## config.mk

```make
export PLATFORM = sky130hd
export DESIGN_NAME = ff_input_cond_flat
export DESIGN_NICKNAME = d
export VERILOG_FILES = /design/src/rtl/ff_pkg.sv /design/src/rtl/ff_input_cond_if.sv /design/src/rtl/ff_debounce_ch.sv /design/src/rtl/ff_input_cond.sv /design/src/flat_wrapper.sv
export SDC_FILE = /design/constraint.sdc
export NUM_CORES = 1
export LEC_CHECK = 0
export ABC_AREA = 1
export CAP_MARGIN = 20
export CORE_MARGIN = 2
export CORE_UTILIZATION = 45
export DETAILED_ROUTE_END_ITERATION = 10
export DONT_BUFFER_PORTS = 1
export PLACE_DENSITY = 0.62
export SLEW_MARGIN = 10
export SYNTH_ARGS = -nofsm -noshare
export SYNTH_HDL_FRONTEND = slang
export SYNTH_HIERARCHICAL = 1
export SYNTH_SLANG_ARGS = --single-unit
```

## constraint.sdc

```tcl
create_clock -name clk_6mhz -period 2.2 [get_ports clk_6mhz]
set_input_delay 0.22 -clock clk_6mhz [delete_from_list [all_inputs] [get_ports clk_6mhz]]
set_output_delay 0.22 -clock clk_6mhz [all_outputs]
set_load 0.01 [all_outputs]
```

## src/rtl/ff_pkg.sv

```systemverilog
// Shared constants for the foodfight switch-input conditioner:
// channel order of the ff core inputs, default polarity/coin masks, debounce time.
package ff_pkg;

   localparam int unsigned FF_NCH = 12;

   // Channel indices, matching the ff core input order
   localparam int unsigned CH_TEST    = 0;
   localparam int unsigned CH_THROW1  = 1;
   localparam int unsigned CH_THROW2  = 2;
   localparam int unsigned CH_COIN1   = 3;
   localparam int unsigned CH_START1  = 4;
   localparam int unsigned CH_START2  = 5;
   localparam int unsigned CH_COIN2   = 6;
   localparam int unsigned CH_COINAUX = 7;
   localparam int unsigned CH_JS_U    = 8;
   localparam int unsigned CH_JS_L    = 9;
   localparam int unsigned CH_JS_R    = 10;
   localparam int unsigned CH_JS_D    = 11;

   // All board switches are active-low
   localparam logic [FF_NCH-1:0] FF_INVERT    = '1;
   // coin1, coin2, coinaux get a stretched pulse
   localparam logic [FF_NCH-1:0] FF_COIN_MASK = 12'h0C8;

   // 5 ms at 6 MHz with a per-clock tick
   localparam int unsigned DB_5MS_6MHZ = 30000;

   // Single-bit mask for a channel index
   function automatic logic [FF_NCH-1:0] ch_bit(input int unsigned ch);
      logic [FF_NCH-1:0] m;
      m = '0;
      m[ch] = 1'b1;
      return m;
   endfunction

endpackage

```

## src/rtl/ff_input_cond_if.sv

```systemverilog
// Switch-input bundle between the board pins side and the ff core side.
interface ff_input_cond_if #(
   parameter int unsigned NCH = 12
);
   logic           i_tick;
   logic [NCH-1:0] i_raw;
   logic [NCH-1:0] o_level;
   logic [NCH-1:0] o_rise;
   logic [NCH-1:0] o_fall;
   logic [NCH-1:0] o_stretch;

   modport master (
      output i_tick, i_raw,
      input  o_level, o_rise, o_fall, o_stretch
   );

   modport slave (
      input  i_tick, i_raw,
      output o_level, o_rise, o_fall, o_stretch
   );
endinterface

```

## src/rtl/ff_debounce_ch.sv

```systemverilog
// One switch channel: 2-flop synchroniser, tick-qualified debounce counter,
// polarity correction and registered level/press/release outputs.
module ff_debounce_ch #(
   parameter int unsigned DB_BITS  = 16,
   parameter int unsigned DB_COUNT = 30000,
   parameter logic        INV      = 1'b1
) (
   input  logic clk,
   input  logic rst_n,
   input  logic tick,
   input  logic raw,
   output logic level,
   output logic rise,
   output logic fall
);

   localparam logic [DB_BITS-1:0] CNT_LAST = DB_BITS'(DB_COUNT - 1);

   logic               s1;
   logic               s2;
   logic               stable;
   logic [DB_BITS-1:0] cnt;
   logic               level_d;

   // Synchroniser; resets to the released raw level so no edge follows reset
   always_ff @(posedge clk or negedge rst_n) begin
      if (!rst_n) begin
         s1 <= INV;
         s2 <= INV;
      end else begin
         s1 <= raw;
         s2 <= s1;
      end
   end

   // Accept a new level only after DB_COUNT consecutive mismatching ticks
   always_ff @(posedge clk or negedge rst_n) begin
      if (!rst_n) begin
         stable <= INV;
         cnt    <= '0;
      end else if (s2 == stable) begin
         cnt <= '0;
      end else if (tick) begin
         if (cnt == CNT_LAST) begin
            stable <= s2;
            cnt    <= '0;
         end else begin
            cnt <= cnt + DB_BITS'(1);
         end
      end
   end

   assign level_d = stable ^ INV;

   // Registered level with edge pulses aligned to the level change
   always_ff @(posedge clk or negedge rst_n) begin
      if (!rst_n) begin
         level <= 1'b0;
         rise  <= 1'b0;
         fall  <= 1'b0;
      end else begin
         level <= level_d;
         rise  <= level_d & ~level;
         fall  <= ~level_d & level;
      end
   end

endmodule

```

## src/rtl/ff_input_cond.sv

```systemverilog
// N-channel switch-input conditioner for the ff core: per-channel debounce,
// polarity correction, press/release pulses and stretched coin pulses.
module ff_input_cond
   import ff_pkg::*;
#(
   parameter int unsigned    NCH       = FF_NCH,
   parameter int unsigned    DB_BITS   = 16,
   parameter int unsigned    DB_COUNT  = DB_5MS_6MHZ,
   parameter logic [NCH-1:0] INVERT    = '1,
   parameter logic [NCH-1:0] COIN_MASK = NCH'(FF_COIN_MASK),
   parameter logic [7:0]     PULSE_LEN = 8'd200
) (
   input  logic           clk_6mhz,
   input  logic           reset_n,
   ff_input_cond_if.slave bus
);

   logic [NCH-1:0] level;
   logic [NCH-1:0] rise;
   logic [NCH-1:0] fall;
   logic [NCH-1:0] stretch;

   for (genvar i = 0; i < NCH; i++) begin : g_ch
      ff_debounce_ch #(
         .DB_BITS  (DB_BITS),
         .DB_COUNT (DB_COUNT),
         .INV      (INVERT[i])
      ) u_ch (
         .clk   (clk_6mhz),
         .rst_n (reset_n),
         .tick  (bus.i_tick),
         .raw   (bus.i_raw[i]),
         .level (level[i]),
         .rise  (rise[i]),
         .fall  (fall[i])
      );
   end

   for (genvar i = 0; i < NCH; i++) begin : g_st
      if (COIN_MASK[i]) begin : g_coin
         logic [7:0] scnt;

         // Load on every press (reload beats expiry), otherwise count down to idle
         always_ff @(posedge clk_6mhz or negedge reset_n) begin
            if (!reset_n) begin
               scnt <= '0;
            end else if (rise[i]) begin
               scnt <= PULSE_LEN;
            end else if (scnt != '0) begin
               scnt <= scnt - 8'd1;
            end
         end

         assign stretch[i] = (scnt != '0);
      end else begin : g_plain
         assign stretch[i] = 1'b0;
      end
   end

   assign bus.o_level   = level;
   assign bus.o_rise    = rise;
   assign bus.o_fall    = fall;
   assign bus.o_stretch = stretch;

endmodule

```

## src/flat_wrapper.sv

```systemverilog
// flat-port wrapper written by rule: the top's interface ports become plain ports
module ff_input_cond_flat import ff_pkg::*;
#(
   parameter int unsigned    NCH       = FF_NCH,
   parameter int unsigned    DB_BITS   = 16,
   parameter int unsigned    DB_COUNT  = DB_5MS_6MHZ,
   parameter logic [NCH-1:0] INVERT    = '1,
   parameter logic [NCH-1:0] COIN_MASK = NCH'(FF_COIN_MASK),
   parameter logic [7:0]     PULSE_LEN = 8'd200
)
  (clk_6mhz, reset_n, bus_i_tick, bus_i_raw, bus_o_level, bus_o_rise, bus_o_fall, bus_o_stretch);
  ff_input_cond_if #(.NCH(NCH)) bus_i ();
  input  logic clk_6mhz;
  input  logic reset_n;
  input wire logic [$bits(bus_i.i_tick)-1:0] bus_i_tick;
  input wire logic [$bits(bus_i.i_raw)-1:0] bus_i_raw;
  output wire logic [$bits(bus_i.o_level)-1:0] bus_o_level;
  output wire logic [$bits(bus_i.o_rise)-1:0] bus_o_rise;
  output wire logic [$bits(bus_i.o_fall)-1:0] bus_o_fall;
  output wire logic [$bits(bus_i.o_stretch)-1:0] bus_o_stretch;
  assign bus_i.i_tick = bus_i_tick;
  assign bus_i.i_raw = bus_i_raw;
  assign bus_o_level = bus_i.o_level;
  assign bus_o_rise = bus_i.o_rise;
  assign bus_o_fall = bus_i.o_fall;
  assign bus_o_stretch = bus_i.o_stretch;
  ff_input_cond #(.NCH(NCH), .DB_BITS(DB_BITS), .DB_COUNT(DB_COUNT), .INVERT(INVERT), .COIN_MASK(COIN_MASK), .PULSE_LEN(PULSE_LEN)) u_core (.clk_6mhz(clk_6mhz), .reset_n(reset_n), .bus(bus_i));
endmodule
```

==> metrics.md, run 1 <==
| Metric | Value |
|---|---|
| Core ar. | 38600 µm² |
| Number of antenna violations at the first check in global routing | 1 |
| Fill count | 3689 |
| Layout cells sized above 1 | 14.2% |
| DR iter-0 viols | 933 |
| Combinational share of power | 10.1% |
| # DRC | 0 |
| Layout Utilization | 50.2% |
| I/O pins | 63 |
| Initial Utilization | 45.5% |
| CTS buffer count | 36 |
| Slew at the pin closest to its max-slew limit | 0.912 ns |
| Non-filler cells, final | 2923 |
| Critical Path Sink Type | primary output |
| Die extent in x | 202 µm |
| Per-cell routed wire length | 12.4 µm |
| Classification of the worst setup path | reg -> out |
| Distinct cell type count after synthesis | 34 |
| Post-CTS setup buffers | 0 |
| Cell count of the worst reg-to-reg path | 8 |
| Number of nets with antenna violations after routing | 0 |
| Post-cts gate resize count | 0 |
| Setup clock skew after layout | 0.0137 ns |
| Placer's final routability congestion estimate | 0.903 |
| Post-synthesis to final-layout area growth | 10.1% |
| Net count of the finished layout | 2410 |
| GRT overflow | 0 |
| Critical path launch point type | flip-flop |
| Post-synth design cell area | 17600 µm² |
| Sinks on Clock Net | 288 |
| Slew Limit Fails | 0 |
| Height of the die | 202 µm |
| Power density over the cells | 708 nW/µm² |
| # setup viols final | 0 |
| Clock Root Buffer | clkbuf_16 |
| Type of the most critical hold path | in -> async |
| 1st-pass router iterations | 5 |
| Relative max-transition margin | 39.2% |
| Required time at the endpoint of the critical path | 1.98 ns |
| Avg Vias per Cell | 4.90 |
| Status | finished, violations left |
| HPWL Detailed | 24.1 mm |
| Critical path peak fanout | 8 |
| Clock tree from TritonCTS | yes |
| Flop and latch count out of synthesis | 288 |
| Switching power share of the total | 26.0% |
| Synthesis Warnings | 6 |
| Worst IR drop on VDD | 0.618 mV |
| Register clock-pin slew on the reported worst setup and hold paths | 0.06 ns |
| Dpl cells | 2841 |
| Final antenna diode count | 0 |
| Hold buffer count at cts | 16 |
| RSZ-0062 raised after global routing | false |
| Vias in the first global route | 13797 |
| Maximum number of pins on one net before global-route repair | 289 |
| Pre-CTS setup slack | 0.673 ns |
| Fraction of the cycle the final worst path needs | 85.3% |
| Total Routing Usage GR | 18.5% |
| # Max-Cap Violations | 0 |
| Worst setup path startpoint | u_core/g_st[6].g_coin.scnt[0] |
| Total leakage power | 0.00858 µW |
| Final-report hold violation count | 282 |
| Die ar. | 40700 µm² |
| Detailed Route WL | 36.2 mm |
| Row Count | 72 |
| Clock network fraction of total power | 46.4% |
| H-tree Lvls | 2 |
| Sequential cell fraction of total power | 43.5% |
| Worst Hold Margin | -0.615 ns |
| Port bufs | 0 |
| Via total after detailed routing | 14310 |
| Skew-Pair Late Insertion Delay | 0.54 ns |
| Worst path arrival time | 1.66 ns |
| Failing checks | negative hold slack |
| Share of the yosys chip area belonging to registers | 41.2% |
| Smallest setup slack after layout | 0.324 ns |
| Reg2reg start | u_core/g_ch[1].u_ch/cnt[0] |
| Post-layout minimum cycle time | 1.88 ns |
| Power dissipated by switching net loads | 3570 µW |
| Average cell area after synthesis | 7.46 µm² |
| Fmax | 533 MHz |
| Internal power component | 10100 µW |
| Max clock buf depth | 3 |
| Post-Syn Instances | 2360 |
| First-pass GRT wire length | 64.4 mm |
| Fin Setup TNS | 0 ns |
[final timing paths]
path	endpoint	slack [ns]
worst max-delay path	bus_o_stretch[6]	0.32
worst min-delay path	u_core/g_ch[11].u_ch/level	-0.62
worst max register to register	u_core/g_ch[1].u_ch/cnt[12]	0.68
worst min register to register	u_core/g_ch[6].u_ch/s2	0.35
max in group asynchronous	u_core/g_st[3].g_coin.scnt[0]	2.06
min in group clk_6mhz	u_core/g_ch[7].u_ch/stable	0.04
[worst max-delay path: stages, from the launching register on]
cell	delay [ns]
dfrtp_1	0.35
inv_1	0.18
ha_1	0.21
nand2_1	0.06
nor2_1	0.18
nand2_2	0.15
[metal layers]
metal  up-vias  track usage [%]  wire length (µm)
li1       7398                -                 -
met1      6646             25.0             17600
met2       219             30.6             16600
met3        47             2.85              1350
met4         0             5.72               744
met5         -                0                 0
[power groups by stage]
stage,Combinational [µW],Clock (µW),Sequential (µW)
finish,1390,6360,5970
global route,1600,6810,6010
CTS,1400,6600,5970
detailed placement,1330,0,6050
global placement,1300,0,6050
floorplan,1160,0,5980
[state kept, by name (all words and copies together), names as in the netlist]
name	cells
u_core/g_ch.u_ch/cnt	192
u_core/g_st.g_coin.scnt	24
u_core/g_ch.u_ch/fall	12
u_core/g_ch.u_ch/level	12
u_core/g_ch.u_ch/rise	12
u_core/g_ch.u_ch/s1	12
u_core/g_ch.u_ch/s2	12
u_core/g_ch.u_ch/stable	12
[synth_stat cells (all sizes together)]
library cell,instances,area [µm²]
a21o,1,8.76
a21oi,13,110
buf,45,353
conb,1,3.75
dfrtp,252,6310
dfstp,36,946
ha,18,225
inv,312,1170
nand2,779,3230
nand3,158,856
nand3b,1,7.51
nand4,92,576
nor2,387,1970
nor3,3,20.0
o21ai,139,790
o21bai,12,90.1
o22ai,12,75.1
or2,13,111
xnor2,14,123
xor2,72,631
[cell usage in the layout, fill, tap and decap left out, drive strengths merged]
cell and instances:
clkbuf 50, a21oi 13, clkinvlp 1, nor3 3, dfrtp 252, clkinv 6, nand3b 1, bufinv 6
nand3 158, a21o 1, nor2 387, o21bai 12, ha 18, xnor2 14, o21ai 139, nand2 779
dlygate4sd3 15, buf 1, dfstp 36, inv 315, or2 13, o22ai 12, conb 9, xor2 72
nand4 92
[stage by stage]
step | instance area [µm²] | total power [µW] | hold WS (ns)
after floorplan | 17600 | 7150 | -0.0756
after global placement | 17900 | 7350 | -0.0494
after detailed placement | 17900 | 7390 | -0.0502
after CTS | 19400 | 14000 | -0.634
after global routing | 19400 | 14400 | -0.643
final | 19400 | 13700 | -0.615
[cell families (layout without fill, tap and decap cells)]
kind of cell	after synthesis	after routing	share of synthesized area (%)
DFF	288	288	41.2
buffers and inverters	357	394	8.66
and+or+nand+nor	1433	1433	38.5
xor gates and xnor gates	86	86	4.28
other	1	9	0.0213
adders and majority gates	18	18	1.28
AOI/OAI and AO/OA	177	177	6.10
[layout make-up]
type / count / area, µm² / share of cell area (%)
Clock inverter: 16 / 248 / 1.28
Multi-Input combinational cell: 1723 / 8850 / 45.7
Tap cell: 518 / 648 / 3.34
Inverter: 312 / 1170 / 6.04
Timing Repair Buffer: 16 / 178 / 0.916
Sequential cell: 288 / 7250 / 37.4
Clock buffer: 50 / 1030 / 5.34
(Power assumes the default switching activity.)
==> inputs of run 2 (changes only) <==
- clock period: 2.2 -> 2 ns (I/O delays scaled with it)
==> metrics.md, run 2 (same netlist as run 1, synthesis figures left out) <==
| Metric | Value |
|---|---|
| H-tree Lvls | 2 (unchanged) |
| Clock Root Buffer | clkbuf_16 |
| Classification of the worst setup path | reg -> out |
| Layout cells sized above 1 | 14.1% (-0.060 points) |
| Number of nets with antenna violations after routing | 0 (unchanged) |
| Number of flip-flops in the largest register | 192 (unchanged) |
| Die extent in x | 202 µm (unchanged) |
| I/O pins | 63 (unchanged) |
| Clock tree from TritonCTS | yes |
| Register clock-pin slew on the reported worst setup and hold paths | 0.06 ns (about the same) |
| Worst setup path startpoint | u_core/g_st[6].g_coin.scnt[0] |
| Initial Utilization | 45.5% (unchanged) |
| Fmax | 545 MHz |
| Post-layout minimum cycle time | 1.83 ns |
| Smallest setup slack after layout | 0.166 ns (-0.159 ns) |
| # Max-Cap Violations | 0 (unchanged) |
| Layout Utilization | 50.0% (-0.17 points) |
| Reg-to-Reg End | u_core/g_ch[1].u_ch/cnt[12] |
| # DRC | 0 (unchanged) |
| Final-report hold violation count | 266 (-5.7%) |
| Post-synthesis to final-layout area growth | 9.77% |
| Slew at the pin closest to its max-slew limit | 1.10 ns (+0.191 ns) |
| Skew-Pair Late Insertion Delay | 0.53 ns (about the same) |
| Reg2reg start | u_core/g_ch[1].u_ch/cnt[0] |
| Worst path arrival time | 1.63 ns (-0.03 ns) |
| Fill count | 3728 (+1.1%) |
| Final antenna diode count | 0 (unchanged) |
| GRT overflow | 0 (unchanged) |
| HPWL Detailed | 24.1 mm (+0.17%) |
| Post-CTS setup buffers | 0 (unchanged) |
| CTS buffer count | 36 (unchanged) |
| Port bufs | 0 (unchanged) |
| Row Count | 72 (unchanged) |
| Sinks on Clock Net | 288 (unchanged) |
| Vias in the first global route | 13946 (+1.1%) |
| Worst Hold Margin | -0.618 ns (-0.00293 ns) |
| Maximum number of pins on one net before global-route repair | 289 (unchanged) |
| Critical path launch point type | flip-flop |
| Avg Vias per Cell | 4.89 (-0.16%) |
| Dpl cells | 2841 (unchanged) |
| Per-cell routed wire length | 12.2 µm (-1.7%) |
| Max clock buf depth | 3 (unchanged) |
| Worst IR drop on VDD | 0.552 mV (-11%) |
| Status | finished, violations left |
| Number of antenna violations at the first check in global routing | 0 (-1) |
| Relative max-transition margin | 26.5% (-13 points) |
| Setup clock skew after layout | 0.0132 ns (-0.000480 ns) |
| 1st-pass router iterations | 5 (unchanged) |
| Failing checks | negative hold slack |
| Top reg by flops | u_core/g_ch.u_ch/cnt |
| Total leakage power | 0.00854 µW (-0.45%) |
| Biggest registers after layout | u_core/g_ch.u_ch/cnt x192, u_core/g_st.g_coin.scnt x24 |
| Net count of the finished layout | 2408 (-0.083%) |
| RSZ-0062 raised after global routing | false |
| # setup viols final | 0 (unchanged) |
| Post-cts gate resize count | 0 (unchanged) |
| Placer's final routability congestion estimate | 0.903 (about the same) |
| Fraction of the cycle the final worst path needs | 91.7% |
| Slew Limit Fails | 0 (unchanged) |
| Most common library cell in the layout ignoring fill and taps | nand2_1 |
| Required time at the endpoint of the critical path | 1.80 ns (-0.18 ns) |
| Type of the most critical hold path | in -> async |
| Critical path peak fanout | 8 (unchanged) |
| Hold buffer count at cts | 14 (-2) |
| Detailed Route WL | 35.6 mm (-1.8%) |
| Critical Path Sink Type | primary output |
| Total Routing Usage GR | 18.4% (-0.13 points) |
| DR iter-0 viols | 980 (+5.0%) |
| Commonest non-fill, non-tap cells in the layout | 710 x nand2_1, 307 x inv_1, 281 x nor2_1 |
| Non-filler cells, final | 2919 (-0.14%) |
| Die ar. | 40700 µm² (unchanged) |
| Fin Setup TNS | 0 ns (unchanged) |
| Critical path capture point | bus_o_stretch[6] |
| Power density over the cells | 766 nW/µm² (+8.2%) |
| Setup slack of the worst register-to-register path | 0.46 ns (-0.22 ns) |
| Height of the die | 202 µm (unchanged) |
| Core ar. | 38600 µm² (unchanged) |
| Cell count of the worst reg-to-reg path | 8 (unchanged) |
| Pre-CTS setup slack | 0.485 ns (-0.188 ns) |
| First-pass GRT wire length | 63.9 mm (-0.84%) |
| Via total after detailed routing | 14268 (-0.29%) |
## run 2: area by class of cell
cell class                 count  area (µm²)  area share, %
multi-input combinational   1723        8850           45.8
sequential                   288        7250           37.5
inverter                     312        1170           6.06
clock buffer                  49        1020           5.28
tap                          518         648           3.35
clock inverter                15         215           1.11
timing repair buffer          14         158          0.816
## run 2: worst max-delay path, stage by stage, from the launching register on
cell and delay, ns:
dfrtp_1 0.35, inv_1 0.17, ha_1 0.21, nand2_1 0.06, nor2_1 0.17, nand2_2 0.14
## run 2: through the flow
step                power, µW  area [µm²]
CTS                     15100       19300
detailed placement       8130       17900
global placement         8080       17900
floorplan                7860       17600
finish                  14800       19300
global route            15600       19300
## run 2: how the worst min path moves through the flow
stage,to,slack [ns]
2_1_floorplan,u_core/g_ch[0].u_ch/cnt[0],-0.1
3_3_place_gp,u_core/g_ch[11].u_ch/cnt[14],-0.07
3_5_place_dp,u_core/g_ch[11].u_ch/cnt[10],-0.07
4_1_cts,u_core/g_ch[11].u_ch/cnt[15],-0.65
5_1_grt,u_core/g_ch[11].u_ch/cnt[12],-0.64
6_report,u_core/g_ch[11].u_ch/cnt[12],-0.62
## run 2: routing by layer
layer	part of all wire, %	GRT usage, %
met5	0	0
met4	2.8	6.91
met3	3.8	2.93
met2	46	30.0
met1	48	24.7
## run 2: where the power goes
group | switching, µW | internal, µW | leakage, µW
clock network | 2490 | 4230 | 0.000599
logic | 953 | 556 | 0.00417
registers | 371 | 6190 | 0.00377
==> inputs of run 3 (changes only) <==
- SYNTH_HIERARCHICAL: 1 -> not set
==> metrics.md, run 3 <==
| Metric | Value |
|---|---|
| Status | finished, violations left |
| Failing checks | negative hold slack |
| Library cell with the highest instance count after synthesis | nand2_1 |
| Classification of the worst setup path | reg -> out |
| Worst path arrival time | 1.64 ns (about the same) |
| Clock Root Buffer | clkbuf_16 |
| Number of antenna violations at the first check in global routing | 1 (+1) |
| Worst path slowest cell | dfrtp_1 |
| Commonest non-fill, non-tap cells in the layout | 713 x nand2_1, 289 x nor2_1, 252 x dfrtp_1 |
| Average cell area after synthesis | 7.38 µm² (-1.1%) |
| Height of the die | 191 µm (-5.5%) |
| Non-filler cells, final | 2616 (-10%) |
| Via total after detailed routing | 12869 (-9.8%) |
| Post-Syn Instances | 2126 (-9.9%) |
| Clock tree from TritonCTS | yes |
| RSZ-0062 raised after global routing | false |
| Critical path cell sequence | inv_1, nand2_1, nor2_1, nand4_2, buf_4 |
| Number of buffers and inverters on the critical path | 2 (+1) |
| Main synth FF type | dfrtp_1 |
| Synthesized-area fraction occupied by ao, oa, aoi and oai cells | 4.63% (-1.5 points) |
| Top reg by flops | u_core.g_ch.u_ch.cnt |
| Per-cell routed wire length | 12.2 µm (+0.22%) |
| Post-CTS setup buffers | 0 (unchanged) |
| HPWL Detailed | 21.5 mm (-11%) |
| Biggest registers after layout | u_core.g_ch.u_ch.cnt x192, u_core.g_st.g_coin.scnt x24 |
| Critical path launch point type | flip-flop |
| Critical Path Sink Type | primary output |
| Total leakage power | 0.00814 µW (-4.7%) |
| Area share of and/or/nand/nor cells after synthesis | 34.1% (-4.3 points) |
| Maximum number of pins on one net before global-route repair | 289 (unchanged) |
| Layout cells sized above 1 | 6.29% (-7.8 points) |
| Distinct cell type count after synthesis | 42 (+24%) |
| Placer's final routability congestion estimate | 0.869 (-3.7%) |
| DR iter-0 viols | 928 (-5.3%) |
| Initial Utilization | 45.5% (about the same) |
| Top cell family by delay on the critical path | flip-flops |
| Number of nets with antenna violations after routing | 0 (unchanged) |
| Share of the yosys chip area belonging to registers | 46.2% (+5.0 points) |
| Yosys top cell area share | 40.2% (+4.4 points) |
| Dpl cells | 2538 (-11%) |
| Parity-gate share of the synthesized area counting xor and xnor cells | 4.57% (+0.29 points) |
| Cell depth of the worst setup path | 5 (unchanged) |
| Largest family of logic cells by synthesized area | simple AND/OR/NAND/NOR gates |
| Register clock-pin slew on the reported worst setup and hold paths | 0.06 ns (about the same) |
| Post-synthesis to final-layout area growth | 10.3% |
| Relative max-transition margin | 58.9% (+32 points) |
| Type of the most critical hold path | in -> async |
| Setup clock skew after layout | 0.0151 ns (+0.00196 ns) |
| Most common library cell in the layout ignoring fill and taps | nand2_1 |
| Critical path peak fanout | 7 (-1) |
| Total Routing Usage GR | 18.4% (about the same) |
| Cell type with the highest aggregate area in the netlist | dfrtp_1 |
| GRT overflow | 0 (unchanged) |
| CTS buffer count | 34 (-5.6%) |
| Port bufs | 0 (unchanged) |
| Commonest cells in the netlist | 713 x nand2_1, 290 x nor2_1, 252 x dfrtp_1 |
| Row Count | 68 (-5.6%) |
| Slowest Stage Delay on Critical Path | 0.41 ns (+0.06 ns) |
| Hold buffer count at cts | 16 (+2) |
| First-pass GRT wire length | 55.9 mm (-12%) |
| Proportion of synthesized area in mux cells | 0.383% (+0.38 points) |
| Core ar. | 34500 µm² (-11%) |
| Worst IR drop on VDD | 0.674 mV (+22%) |
| Worst Hold Margin | -0.619 ns (-0.00121 ns) |
| # DRC | 0 (unchanged) |
| Post-layout minimum cycle time | 1.84 ns (+0.00466 ns) |
| Fraction of registers with async set/reset | 100% (unchanged) |
| H-tree Lvls | 2 (unchanged) |
| Flop and latch count out of synthesis | 288 (unchanged) |
| Sinks on Clock Net | 288 (unchanged) |
| Detailed Route WL | 32.0 mm (-10%) |
| Max clock buf depth | 3 (unchanged) |
| # setup viols final | 0 (unchanged) |
| Number of flip-flops in the largest register | 192 (unchanged) |
| Number of synthesized flops with an enable pin | 0 (unchanged) |
| Slew at the pin closest to its max-slew limit | 0.614 ns (-0.489 ns) |
| Avg Vias per Cell | 4.92 (+0.64%) |
| Post-synth design cell area | 15700 µm² (-11%) |
| Fmax | 544 MHz (-0.25%) |
| Power density over the cells | 745 nW/µm² (-2.6%) |
| Die extent in x | 191 µm (-5.5%) |
| Fin Setup TNS | 0 ns (unchanged) |
| I/O pins | 63 (unchanged) |
| Area share of fa/ha/maj cells after synthesis | 1.44% (+0.16 points) |
| Net count of the finished layout | 2168 (-10%) |
| Synthesis Warnings | 0 (-6) |
| Die ar. | 36400 µm² (-11%) |
| Vias in the first global route | 12055 (-14%) |
| Slew Limit Fails | 0 (unchanged) |
| Fraction of the cycle the final worst path needs | 91.9% (+0.23 points) |
| 1st-pass router iterations | 6 (+1) |
| Cell count of the worst reg-to-reg path | 8 (unchanged) |
| Final antenna diode count | 0 (unchanged) |
| Required time at the endpoint of the critical path | 1.80 ns (about the same) |
| Skew-Pair Late Insertion Delay | 0.53 ns (about the same) |
| # Max-Cap Violations | 0 (unchanged) |
| Largest cells by area after synthesis | dfrtp_1 40%, nand2_1 17%, nor2_1 6.9% |
| Final-report hold violation count | 288 (+8.3%) |
==> run 3: kinds of logic (layout without fill, tap and decap cells) <==
group           Yosys count  in the layout
compound gates          132            132
xor+xnor                 78             78
fa+ha+maj                18             18
buf+inv                 306            333
flops                   288            288
mux                       6              6
other cells               1              9
simple gates           1297           1297
==> run 3: path summary, 6_finish.rpt <==
| kind | startpoint | to | slack (ns) |
|---|---|---|---|
| setup / recovery | u_core.g_st[6].g_coin.scnt[2] | bus_o_stretch[6] | 0.16 |
| hold / removal | reset_n | u_core.g_ch[5].u_ch.fall | -0.62 |
| setup reg to reg | u_core.g_ch[6].u_ch.cnt[0] | u_core.g_ch[6].u_ch.stable | 0.21 |
| hold reg to reg | u_core.g_ch[0].u_ch.s1 | u_core.g_ch[0].u_ch.s2 | 0.36 |
| max in group asynchronous | reset_n | u_core.g_ch[9].u_ch.s2 | 2.15 |
| min in group clk_6mhz | bus_i_tick | u_core.g_ch[7].u_ch.stable | 0.15 |
==> run 3: report_power, final <==
group	internal [µW]	leakage (µW)	total, µW	switching (µW)
clock network	3940	0.000572	6440	2500
registers	5950	0.00377	6040	93.0
logic	141	0.00380	405	264
==> run 3: per-stage QoR <==
stage	hold slack [ns]	power [µW]	instance area [µm²]	worst slack, ns	util, %
after global placement	-0.0825	6510	15900	0.265	46.2
final	-0.619	12900	17300	0.161	50.2
after floorplan	-0.0956	6430	15700	0.488	-
after CTS	-0.657	13100	17300	0.142	50.2
after global routing	-0.661	13400	17300	0.0177	50.2
after detailed placement	-0.0828	6510	15900	0.222	46.2
==> run 3: worst register-to-register path, delay by kind of cell (launching register included) <==
family,cells,cell delay [ns]
buffers and inverters,2,0.64
adder cells (fa/ha/maj),1,0.18
AND/OR/NAND/NOR,5,0.53
flip-flops,1,0.38
==> run 3: repair_timing <==
item | CTS | global route
setup endpoints to repair | 0 | 1
resized for setup | 0 | 1
hold endpoints to repair | 386 | 288
==> run 3: layout make-up <==
cell class              count  area (µm²)
clock buffers              47        1000
clock inverters            15         180
fillers                  3290       17200
inverters                 244         916
multi-input cells        1540        7120
flip-flops and latches    288        7250
well taps                 455         569
repair buffers             27         253
==> run 3: per-layer routing <==
layer  global-route usage, %  routed length [µm]  vias to the layer above
met5                       0                   0                        -
met4                    5.28                 595                        0
met3                    3.72                1530                       43
met2                    29.1               14300                      253
met1                    25.5               15500                     5914
li1                        -                   -                     6659
